### src/rtl/npu_sram_arbiter_if.sv
// rtl/npu_sram_arbiter_if.sv - one requester port of the NPU SRAM arbiter
interface npu_sram_arbiter_if #(
    parameter int AW = 16
);
    logic          req;
    logic [AW-1:0] addr;
    logic [3:0]    wren;
    logic [31:0]   wdata;
    logic          gnt;
    logic          rvalid;
    logic [31:0]   rdata;

    modport master (
        output req, addr, wren, wdata,
        input  gnt, rvalid, rdata
    );

    modport slave (
        input  req, addr, wren, wdata,
        output gnt, rvalid, rdata
    );
endinterface

### src/rtl/npu_sram_arbiter.sv
// rtl/npu_sram_arbiter.sv - weighted round-robin arbiter and zero-fill sequencer for one SRAM
module npu_sram_arbiter #(
    parameter int AW         = 16,
    parameter int MAX_BURST  = 4,
    parameter int INIT_CLEAR = 1
) (
    input  logic                clk,
    input  logic                rst,
    npu_sram_arbiter_if.slave   a_port,
    npu_sram_arbiter_if.slave   b_port,
    output logic                sram_cs,
    output logic [AW-1:0]       sram_addr,
    output logic [3:0]          sram_wren,
    output logic [31:0]         sram_wdata,
    input  logic [31:0]         sram_rdata,
    output logic                busy
);

    localparam int CW = $clog2(MAX_BURST + 1);
    localparam logic [CW-1:0] CNT_MAX   = CW'(MAX_BURST);
    localparam logic [CW-1:0] CNT_ONE   = CW'(1);
    localparam logic [AW-1:0] LAST_ADDR = '1;

    typedef enum logic {ST_INIT, ST_ARB} state_t;
    localparam state_t RESET_STATE = (INIT_CLEAR != 0) ? ST_INIT : ST_ARB;

    state_t        state_q, state_d;
    logic [AW-1:0] clr_addr_q, clr_addr_d;
    logic          owner_q, owner_d;      // 0 = port A, 1 = port B
    logic [CW-1:0] cnt_q, cnt_d;
    logic          rd_pend_q, rd_pend_d;
    logic          rd_port_q, rd_port_d;

    logic          grant_a, grant_b;
    logic [AW-1:0] sel_addr;
    logic [3:0]    sel_wren;
    logic [31:0]   sel_wdata;

    always_ff @(posedge clk or posedge rst) begin
        if (rst) begin
            state_q    <= RESET_STATE;
            clr_addr_q <= '0;
            owner_q    <= 1'b0;
            cnt_q      <= '0;
            rd_pend_q  <= 1'b0;
            rd_port_q  <= 1'b0;
        end else begin
            state_q    <= state_d;
            clr_addr_q <= clr_addr_d;
            owner_q    <= owner_d;
            cnt_q      <= cnt_d;
            rd_pend_q  <= rd_pend_d;
            rd_port_q  <= rd_port_d;
        end
    end

    always_comb begin
        state_d    = state_q;
        clr_addr_d = clr_addr_q;
        owner_d    = owner_q;
        cnt_d      = cnt_q;
        rd_pend_d  = 1'b0;
        rd_port_d  = rd_port_q;
        grant_a    = 1'b0;
        grant_b    = 1'b0;

        case (state_q)
            ST_INIT: begin
                clr_addr_d = clr_addr_q + AW'(1);
                if (clr_addr_q == LAST_ADDR) begin
                    state_d = ST_ARB;
                end
            end
            default: begin
                // Under contention the owner keeps the port until its burst allowance is spent.
                if (a_port.req && b_port.req) begin
                    if (cnt_q < CNT_MAX) begin
                        grant_a = !owner_q;
                        grant_b = owner_q;
                    end else begin
                        grant_a = owner_q;
                        grant_b = !owner_q;
                    end
                end else begin
                    grant_a = a_port.req;
                    grant_b = b_port.req;
                end
            end
        endcase

        sel_addr  = grant_b ? b_port.addr  : a_port.addr;
        sel_wren  = grant_b ? b_port.wren  : a_port.wren;
        sel_wdata = grant_b ? b_port.wdata : a_port.wdata;

        if (grant_a || grant_b) begin
            rd_pend_d = (sel_wren == 4'h0);
            rd_port_d = grant_b;
            if (grant_b == owner_q) begin
                cnt_d = (cnt_q == CNT_MAX) ? cnt_q : cnt_q + CNT_ONE;
            end else begin
                owner_d = grant_b;
                cnt_d   = CNT_ONE;
            end
        end
    end

    always_comb begin
        a_port.gnt    = 1'b0;
        b_port.gnt    = 1'b0;
        a_port.rvalid = 1'b0;
        b_port.rvalid = 1'b0;
        a_port.rdata  = '0;
        b_port.rdata  = '0;
        sram_cs       = 1'b0;
        sram_addr     = '0;
        sram_wren     = 4'h0;
        sram_wdata    = '0;
        busy          = (state_q == ST_INIT);

        // Everything but busy is forced quiet while reset is held.
        if (!rst) begin
            if (state_q == ST_INIT) begin
                sram_cs   = 1'b1;
                sram_wren = 4'hF;
                sram_addr = clr_addr_q;
            end else if (grant_a || grant_b) begin
                sram_cs    = 1'b1;
                sram_addr  = sel_addr;
                sram_wren  = sel_wren;
                sram_wdata = sel_wdata;
            end
            a_port.gnt = grant_a;
            b_port.gnt = grant_b;
            if (rd_pend_q) begin
                if (rd_port_q) begin
                    b_port.rvalid = 1'b1;
                    b_port.rdata  = sram_rdata;
                end else begin
                    a_port.rvalid = 1'b1;
                    a_port.rdata  = sram_rdata;
                end
            end
        end
    end

endmodule

### src/flat_wrapper.sv
// flat-port wrapper written by rule: the top's interface ports become plain ports
module npu_sram_arbiter_flat 
#(
    parameter int AW         = 16,
    parameter int MAX_BURST  = 4,
    parameter int INIT_CLEAR = 1
)
  (clk, rst, sram_cs, sram_addr, sram_wren, sram_wdata, sram_rdata, busy, a_port_req, a_port_addr, a_port_wren, a_port_wdata, a_port_gnt, a_port_rvalid, a_port_rdata, b_port_req, b_port_addr, b_port_wren, b_port_wdata, b_port_gnt, b_port_rvalid, b_port_rdata);
  npu_sram_arbiter_if #(.AW(AW)) a_port_i ();
  npu_sram_arbiter_if #(.AW(AW)) b_port_i ();
  input  logic clk;
  input  logic rst;
  output logic sram_cs;
  output logic [AW-1:0] sram_addr;
  output logic [3:0] sram_wren;
  output logic [31:0] sram_wdata;
  input  logic [31:0] sram_rdata;
  output logic busy;
  input wire logic [$bits(a_port_i.req)-1:0] a_port_req;
  input wire logic [$bits(a_port_i.addr)-1:0] a_port_addr;
  input wire logic [$bits(a_port_i.wren)-1:0] a_port_wren;
  input wire logic [$bits(a_port_i.wdata)-1:0] a_port_wdata;
  output wire logic [$bits(a_port_i.gnt)-1:0] a_port_gnt;
  output wire logic [$bits(a_port_i.rvalid)-1:0] a_port_rvalid;
  output wire logic [$bits(a_port_i.rdata)-1:0] a_port_rdata;
  input wire logic [$bits(b_port_i.req)-1:0] b_port_req;
  input wire logic [$bits(b_port_i.addr)-1:0] b_port_addr;
  input wire logic [$bits(b_port_i.wren)-1:0] b_port_wren;
  input wire logic [$bits(b_port_i.wdata)-1:0] b_port_wdata;
  output wire logic [$bits(b_port_i.gnt)-1:0] b_port_gnt;
  output wire logic [$bits(b_port_i.rvalid)-1:0] b_port_rvalid;
  output wire logic [$bits(b_port_i.rdata)-1:0] b_port_rdata;
  assign a_port_i.req = a_port_req;
  assign a_port_i.addr = a_port_addr;
  assign a_port_i.wren = a_port_wren;
  assign a_port_i.wdata = a_port_wdata;
  assign a_port_gnt = a_port_i.gnt;
  assign a_port_rvalid = a_port_i.rvalid;
  assign a_port_rdata = a_port_i.rdata;
  assign b_port_i.req = b_port_req;
  assign b_port_i.addr = b_port_addr;
  assign b_port_i.wren = b_port_wren;
  assign b_port_i.wdata = b_port_wdata;
  assign b_port_gnt = b_port_i.gnt;
  assign b_port_rvalid = b_port_i.rvalid;
  assign b_port_rdata = b_port_i.rdata;
  npu_sram_arbiter #(.AW(AW), .MAX_BURST(MAX_BURST), .INIT_CLEAR(INIT_CLEAR)) u_core (.clk(clk), .rst(rst), .a_port(a_port_i), .b_port(b_port_i), .sram_cs(sram_cs), .sram_addr(sram_addr), .sram_wren(sram_wren), .sram_wdata(sram_wdata), .sram_rdata(sram_rdata), .busy(busy));
endmodule
### config.mk
export PLATFORM = sky130hd
export DESIGN_NAME = npu_sram_arbiter_flat
export DESIGN_NICKNAME = d
export VERILOG_FILES = /design/src/rtl/npu_sram_arbiter_if.sv /design/src/rtl/npu_sram_arbiter.sv /design/src/flat_wrapper.sv
export SDC_FILE = /design/constraint.sdc
export NUM_CORES = 1
export LEC_CHECK = 0
export BUFFER_PORTS_ARGS = -buffer_cell sky130_fd_sc_hd__buf_2
export CORE_MARGIN = 10
export CORE_UTILIZATION = 36
export CTS_CLUSTER_SIZE = 8
export DETAILED_ROUTE_END_ITERATION = 12
export GPL_TIMING_DRIVEN = 0
export PLACE_DENSITY = 0.83
export SYNTH_ARGS = -nofsm -noshare
export SYNTH_HDL_FRONTEND = slang
export SYNTH_SLANG_ARGS = --single-unit
### constraint.sdc
create_clock -name clk -period 1.9 [get_ports clk]
set_input_delay 0 -clock clk [delete_from_list [all_inputs] [get_ports clk]]
set_output_delay 0 -clock clk [all_outputs]
set_load 0.05 [all_outputs]
* Yosys cells after proc, flatten, opt, wreduce, memory -nomap -nowiden
Index checks and enable logic that the tools add are counted.
** Word-level totals
- Flip-flop bits (word level) :: 23
- Input port bits :: 140
- Word-level logic and storage cells :: 61
** Cells by class
- Bitwise gates (word level) :: 2
- $add $sub $neg :: 2
- Muxes and demuxes :: 40
- Equal/unequal tests :: 4
- Order comparisons :: 1
- Reduce and logical (&&, ||, !) cells :: 6
** Operators by type and width (number)
- $mux 32 :: 10
- $mux 16 :: 4
- $mux 1 :: 20
- $add 16x1->16 const B :: 1
- $eq 16x16->1 const B :: 1
- $mux 4 :: 4
- $mux 3 :: 2
- $logic_not 4->1 :: 1
- $reduce_and 2->1 :: 2
- $add 3x1->3 const B :: 1
- $eq 3x3->1 const B :: 1
- $lt 3x3->1 const B :: 1
- $ne 2x2->1 const B :: 1
- $not 1->1 :: 2
- $eq 1x1->1 :: 1
- $logic_and 1x1->1 :: 1
- $logic_not 1->1 :: 1
- $logic_or 1x1->1 :: 1

* Longest topological paths before layout
Gate-level depths: netlist of run 1.
- Depth after elaboration :: 8
- Gate-level depth with buffers :: 7
- Mapped depth without buffers :: 5

* Worst setup path before layout of run 1
No wires, ideal clock.
- Kind :: register to output
- Start point :: reg u_core.state_q
- End point :: out a_port_gnt
- Buffers on the path :: 1
- Cell stages (with the launch flop) :: 4
- Arrival :: 3.342 ns
- Path slack :: -1.442 ns
- Cells stage by stage :: dfrtp_1 > buf_2 > inv_1 > a2111oi_0
** Between the ends
- Word-level cells in the longest chain between the ends :: 2
** Ends and longest elaborated chain
- from (decl) :: line npu_sram_arbiter.sv:27 : state_t state_q, state_d;
- from (signal assigned) :: line npu_sram_arbiter.sv:48 : state_q <= state_d;
- $mux 1 :: line npu_sram_arbiter.sv:67 : case (state_q)
- $mux 1 :: line npu_sram_arbiter.sv:121 : if (!rst) begin
- to (decl) :: line flat_wrapper.sv:23 : output wire logic [$bits(a_port_i.gnt)-1:0] a_port_gnt;
No other way between the ends.

* Worst setup path in the final report of run 1
- Start point :: reg u_core.owner_q
- End point :: out sram_addr[7]
** Between the ends
- Word-level cells in the longest chain between the ends :: 8
- Elaborated cells between the ends (all ways) :: 12
** Ends and longest elaborated chain
- from (decl) :: line npu_sram_arbiter.sv:29 : logic owner_q, owner_d;
- from (signal assigned) :: line npu_sram_arbiter.sv:50 : owner_q <= owner_d;
- $logic_not 1->1 :: line npu_sram_arbiter.sv:78, npu_sram_arbiter.sv:82
- $mux 1 :: line npu_sram_arbiter.sv:77 : if (cnt_q < CNT_MAX) begin
- $mux 1 :: line npu_sram_arbiter.sv:76 : if (a_port.req && b_port.req) begin
- $mux 1 :: line npu_sram_arbiter.sv:67
- $mux 16 / $logic_or 1x1->1 (equally long branches) :: line npu_sram_arbiter.sv:91, npu_sram_arbiter.sv:126
- $mux 16 (*) :: line npu_sram_arbiter.sv:126 : end else if (grant_a || grant_b) begin
- $mux 16 (*) :: line npu_sram_arbiter.sv:122 : if (state_q == ST_INIT) begin
- $mux 16 (*) :: line npu_sram_arbiter.sv:121
- to (decl) :: line flat_wrapper.sv:14 : output logic [AW-1:0] sram_addr;
Mark *: on every way between the ends. The rest lies on a longest branch, timed or not.

==> results of run 1 <==
flip-flops by register name (all words and copies together) (netlist names):
register and cells:
u_core.rd_port_q 1, u_core.rd_pend_q 1, u_core.cnt_q 3, u_core.clr_addr_q 16, u_core.state_q 1, u_core.owner_q 1
cell usage after synthesis, types with 2 or more instances:
master | number | area [µm²]
xnor2_1 | 13 | 114
nor2b_1 | 2 | 12.5
nor3_1 | 5 | 25.0
clkbuf_1 | 9 | 33.8
o21ai_0 | 3 | 15.0
buf_2 | 9 | 45.0
a21o_1 | 3 | 22.5
o21ai_1 | 15 | 75.1
a21oi_1 | 36 | 180
a2111oi_0 | 2 | 17.5
inv_1 | 6 | 22.5
nand2_1 | 92 | 345
nand4_1 | 3 | 18.8
buf_6 | 3 | 33.8
and2_1 | 64 | 400
mux2i_1 | 20 | 200
buf_4 | 4 | 30.0
nand3_1 | 5 | 25.0
nor2_1 | 11 | 41.3
ha_1 | 3 | 37.5
dfrtp_1 | 23 | 576
o22ai_1 | 2 | 12.5
xor2_1 | 3 | 26.3
report_power, final:
part           total [mW]  leakage (nW)  switching, mW  internal (mW)
combinational       0.349          2.53          0.191          0.158
clock               0.316        0.0255          0.169          0.147
sequential          0.489         0.302              0          0.489
worst paths after layout:
path | depth (start not counted) | slack (ns) | end
worst max-delay path | 8 | -0.13 | sram_addr[7]
worst min-delay path | 2 | 0.07 | u_core.owner_q
worst max register to register | 5 | 0.17 | u_core.clr_addr_q[9]
worst min register to register | 1 | 0.51 | u_core.clr_addr_q[15]
max in group asynchronous | 3 | 0.55 | u_core.owner_q
min in group asynchronous | 3 | 0.72 | u_core.state_q
through the flow:
step | setup TNS [ns] | hold slack [ns] | worst slack (ns) | power, mW
floorplan | -0.0643 | 0.0244 | -0.0643 | 0.601
global placement | -4.96 | 0.326 | -0.152 | 0.762
detailed placement | -8.00 | 0.352 | -0.207 | 0.771
CTS | -1.59 | 0.0702 | -0.0911 | 1.10
global route | -5.84 | 0.0739 | -0.206 | 1.19
finish | -2.98 | 0.0697 | -0.134 | 1.15
routing by layer:
layer	vias up	wire, µm	global-route usage [%]
met5	-	20	0
met4	2	771	8.05
met1	1830	5560	26.7
li1	1755	-	-
met3	72	1310	7.06
met2	268	8460	47.9
cells by family after synthesis:
family | share of synthesized area [%]
AO/OA/AOI/OAI | 16.8
adder cells (fa/ha/maj) | 1.47
flip-flops | 22.6
multiplexers | 8.30
AND/OR/NAND/NOR | 37.0
buffers and inverters | 7.26
XOR/XNOR | 6.58
layout make-up:
class / count / share of cell area [%]
repair buffers: 282 / 37.1
inverters: 6 / 0.501
diodes: 1 / 0.0477
multi-input cells: 302 / 44.3
flip-flops and latches: 23 / 11.0
well taps: 96 / 2.29
clock inverters: 1 / 0.0955
plain buffers: 25 / 3.89
clock buffers: 3 / 0.788
repair_timing:
action                                  4_1_cts  5_1_grt
endpoints found under the hold margin        23        0
resized for setup                           137       93
buffers inserted                             17        3
hold buffers                                  1        0
cloned                                        4        3
endpoints found under the setup margin      109       63
pin swaps                                    17       43
==> flow_summary.toml, run 1 <==
[grt]
grt_pass1_vias = 4008
antenna_found_initial = 2
grt_overflow = 0
track_usage_pct = 25.5
grt_max_degree = 24
grt_pass1_wl_mm = 22.5

[job]
cap_violations = 0

[clocking]
cts_buffers = 3
path_clk_slew_ns = 0.09
clock_latency_ns = 0.27
htree_levels = 1
cts.path.max_buffers = 2
cts_num_sinks = 23
cts_tree = "yes"
clockRootBuffer = "clkbuf_8"

[drt]
drc_errors = 0
wl_per_cell_um = 21.8
drt_iter0_drc = 165
via_per_inst = 5.31
final_antenna_net_count = 0
drt_wl_total_mm = 16.1
num_vias = 3927
firstDrtPassIters = 4

[finish]
layout_commonest_cell = "buf_2"
ff_latch_area_um2 = 576
multi_input_comb_area_um2 = 2320
drive_above_1_share_pct = 64.3
fin_cells = 739
finish.net_count = 786
final_cell_mix = "buf_2, nand2_1, and2_1"
final_cell_area_um2 = 5240
syn_to_final_growth_pct = 106
fin_util_pct = 76.7
fillers = 456

[timing]
max_clock_freq_mhz = 492
rsz0062_at_grt = "true"
period_needed_ns = 2.03
final.period_utilization_pct = 107
worst_pin_slew_ns = 1.06
slew_violations = 0
hold_viol = 0
setup_viol = 51
fin_skew_ns = 0.00119
fin_ws_ns = -0.134
slew_headroom_pct = 29.2

[floorplanning]
die_y_um = 104
initial_core_util_pct = 37.3
ios = 262
core_area_um2 = 6830
fp.dieArea_um2 = 10800
fp.dieW_um = 104
rows = 30

[critical_path]
rr_startpoint = "u_core.state_q"
worstSetupPathType = "flip-flop to primary output"
worstSetupEndpointType = "primary output"
path_delay_family = "buffers and inverters"
cp_slowest_cell = "dfrtp_1"
worstPathRequired_ns = 1.90
cp_common_cell = "buf_6"
cp.buffers_inverters = 4
slowest_delay_ns = 0.38
critPathArrivalTime_ns = 2.03
start_kind = "flip-flop"
cp-startpoint = "u_core.owner_q"
worstPathMaxFanout = 6
cp_cell_sequence = "buf_6, xnor2_4, a21o_1, buf_8, buf_12, mux2i_1, o21ai_2, buf_6"

[synth]
synthCells = 358
synth_edf_count = 0
syn_area_per_cell_um2 = 7.12
ys_warn_count = 0
ys_seq_area_share_pct = 22.6
ys_ff_latch = 23
synth_cell_type_count = 45
synth_area_um2 = 2550
ys.flop_type = "dfrtp_1"
synthesis.nets = 501
async_reset_ff_share_pct = 100

[placement]
placed_area_um2 = 4170
dp_cells = 713
dpl.hpwl_mm = 11.4
place.port_buffers = 259
place_congestion = 0.935

[power]
vdd_drop_max_mv = 0.235
power_density_nw_per_um2 = 220
p_leak_nw = 2.86

[worst_hold_path]
hp-start = "a_port_req"
worstHoldPathType = "input pin to flip-flop"

[status]
violations = "negative setup slack"
status = "finished with violations"
Note: power is estimated with default switching activity, not from simulation.
==> run 2, diff against run 1 <==
--- a/config.mk
+++ b/config.mk
@@ -5,13 +5,14 @@
 export SDC_FILE = /design/constraint.sdc
 export NUM_CORES = 1
 export LEC_CHECK = 0
+export ABC_AREA = 1
 export BUFFER_PORTS_ARGS = -buffer_cell sky130_fd_sc_hd__buf_2
 export CORE_MARGIN = 10
-export CORE_UTILIZATION = 36
+export CORE_UTILIZATION = 37
 export CTS_CLUSTER_SIZE = 8
 export DETAILED_ROUTE_END_ITERATION = 12
 export GPL_TIMING_DRIVEN = 0
-export PLACE_DENSITY = 0.83
+export PLACE_DENSITY = 0.84
 export SYNTH_ARGS = -nofsm -noshare
 export SYNTH_HDL_FRONTEND = slang
 export SYNTH_SLANG_ARGS = --single-unit
==> flow_summary.toml, run 2 <==
[critical_path]
start_kind = "flip-flop"
worstPathRequired_ns = 1.90
worstSetupPathType = "flip-flop to primary output"
critPathArrivalTime_ns = 1.85
cp_slowest_cell = "dfrtp_1"
worstSetupEndpointType = "primary output"
cp_common_cell = "inv_2"
slowest_delay_ns = 0.43
worstPathMaxFanout = 10
cp_cell_sequence = "inv_2, nand2_2, nand3_4, nand2_4, inv_2, clkbuf_4, nor3_2, nor3_4, buf_2"

[grt]
grt_pass1_wl_mm = 20.8
grt_pass1_vias = 4027
track_usage_pct = 23.0
grt_overflow = 0
grt_max_degree = 24
antenna_found_initial = 1

[drt]
wl_per_cell_um = 16.1
top_layer = "met4"
wl_met3_mm = 1.06
drt_iter0_drc = 174
via_per_inst = 4.81
wl_met1_mm = 5.19
final_antenna_net_count = 0
drc_errors = 0
drt_wl_total_mm = 13.6
met2_length_mm = 7.02
num_vias = 4053
firstDrtPassIters = 7

[timing]
timing.hold.ws_ns = 0.00528
fin_ws_ns = 0.0459
slew_violations = 0
setup_viol = 0
hold_viol = 0
max_clock_freq_mhz = 539
period_needed_ns = 1.85
fin_skew_ns = 0.00260
worst_pin_slew_ns = 0.908
rsz0062_at_grt = "true"
slew_headroom_pct = 39.4
final.period_utilization_pct = 97.6

[finish]
largest_reg_flops = 16
layout_commonest_cell = "buf_2"
reg_top3 = "u_core.clr_addr_q (16), u_core.cnt_q (3)"
fillers = 655
fin_util_pct = 65.3
drive_above_1_share_pct = 49.9
finish.net_count = 889
top_register = "u_core.clr_addr_q"
final_cell_mix = "buf_2, nor2_1, nand2_1"
syn_to_final_growth_pct = 70.3
fin_cells = 842
final_cell_area_um2 = 4460

[floorplanning]
rows = 30
fp.dieArea_um2 = 10800
die_y_um = 104
fp.dieW_um = 104
core_area_um2 = 6830
initial_core_util_pct = 38.3
ios = 262

[clocking]
htree_levels = 1
clock_latency_ns = 0.27
cts_buffers = 3
cts_hold_buf = 0
cts.path.max_buffers = 2
cts_tree = "yes"
path_clk_slew_ns = 0.09
clockRootBuffer = "clkbuf_8"
cts_num_sinks = 23

[synth]
synth_top_family_by_area = "simple AND/OR/NAND/NOR gates"
ys.flop_type = "dfrtp_1"
synthTopCellsByCount = "nor2_1, nand2_1, inv_1"
synthesis.nets = 620
synth_area_um2 = 2620
synthXorXnorAreaFrac_pct = 4.02
syn_area_per_cell_um2 = 5.49
synthMuxAreaShare_pct = 0
synthAdderAreaFrac_pct = 1.43
synthCells = 477
synth_simple_gate_area_share_pct = 41.6
synthTopCellsByArea = "nor2_1, dfrtp_1, nand2_1"
synth.most_common_cell = "nor2_1"
synth_compound_area_share_pct = 14.1
ys_warn_count = 0
synth_cell_type_count = 27
synth_edf_count = 0
async_reset_ff_share_pct = 100
yosys.area.top_type = "nor2_1"
synth.top_cell.area_share_pct = 22.5
ys_seq_area_share_pct = 22.0
ys_ff_latch = 23

[placement]
place.port_buffers = 260
post-place-ws_ns = 0.197
place_congestion = 0.895
dpl.hpwl_mm = 11.5
placed_area_um2 = 4210
dp_cells = 833

[job]
cap_violations = 0

[worst_hold_path]
worstHoldPathType = "input pin to flip-flop"

[power]
vdd_drop_max_mv = 0.265
power_density_nw_per_um2 = 241
p_leak_nw = 2.76

[status]
status = "completed"
run 2: cell type report:
cell class	instances	area [µm²]	area share [%]
well taps	96	120	2.69
multi-input cells	355	1790	40.1
inverters	73	274	6.15
repair buffers	264	1460	32.8
clock buffers	3	41.3	0.926
plain buffers	26	190	4.27
flip-flops and latches	23	577	12.9
clock inverters	1	5.00	0.112
diodes	1	2.50	0.0561
run 2: cells by family (layout without fill, tap and decap cells):
logic type | after synthesis | count (layout)
AO/OA/AOI/OAI | 72 | 72
flip-flops | 23 | 23
buffers and inverters | 99 | 367
AND/OR/NAND/NOR | 268 | 268
XOR/XNOR | 12 | 12
other | 0 | 1
adder cells (fa/ha/maj) | 3 | 3
run 2: stage by stage:
| step | setup TNS, ns | total power, mW |
|---|---|---|
| final | 0 | 1.07 |
| after floorplan | -0.183 | 0.600 |
| after global routing | -0.420 | 1.12 |
| after CTS | -0.00838 | 1.07 |
| after detailed placement | 0 | 0.764 |
| after global placement | 0 | 0.757 |
run 2: critical path: cells and delay by family (launching register included):
family	cells	cell delay, ns
flops	1	0.43
simple gates	5	0.62
buf+inv	4	0.54
run 2: what timing repair did:
item	4_1_cts	5_1_grt
gates resized for setup	22	49
pin swaps	0	1
setup endpoints to repair	31	48
setup buffers	0	4
cloned	0	0
run 2: path summary, 6_finish.rpt:
check	start	to	slack, ns	depth (start not counted)
max	u_core.owner_q	sram_addr[0]	0.05	9
min	b_port_wren[2]	u_core.rd_pend_q	0.005	4
max reg2reg	u_core.clr_addr_q[0]	u_core.clr_addr_q[8]	0.32	7
min reg2reg	u_core.clr_addr_q[15]	u_core.clr_addr_q[15]	0.48	2
max in group asynchronous	rst	u_core.cnt_q[2]	1.15	2
min in group asynchronous	rst	u_core.rd_pend_q	0.14	2
run 2: metal layers:
metal | global-route usage (%) | vias to the layer above
met5 | 0 | -
met2 | 43.5 | 206
met4 | 4.47 | 0
met1 | 24.8 | 1832
met3 | 6.44 | 22
li1 | - | 1993
run 2: power breakdown:
part	switching, mW	internal (mW)	total [mW]
registers	0	0.489	0.489
clock network	0.170	0.147	0.316
logic	0.145	0.122	0.268
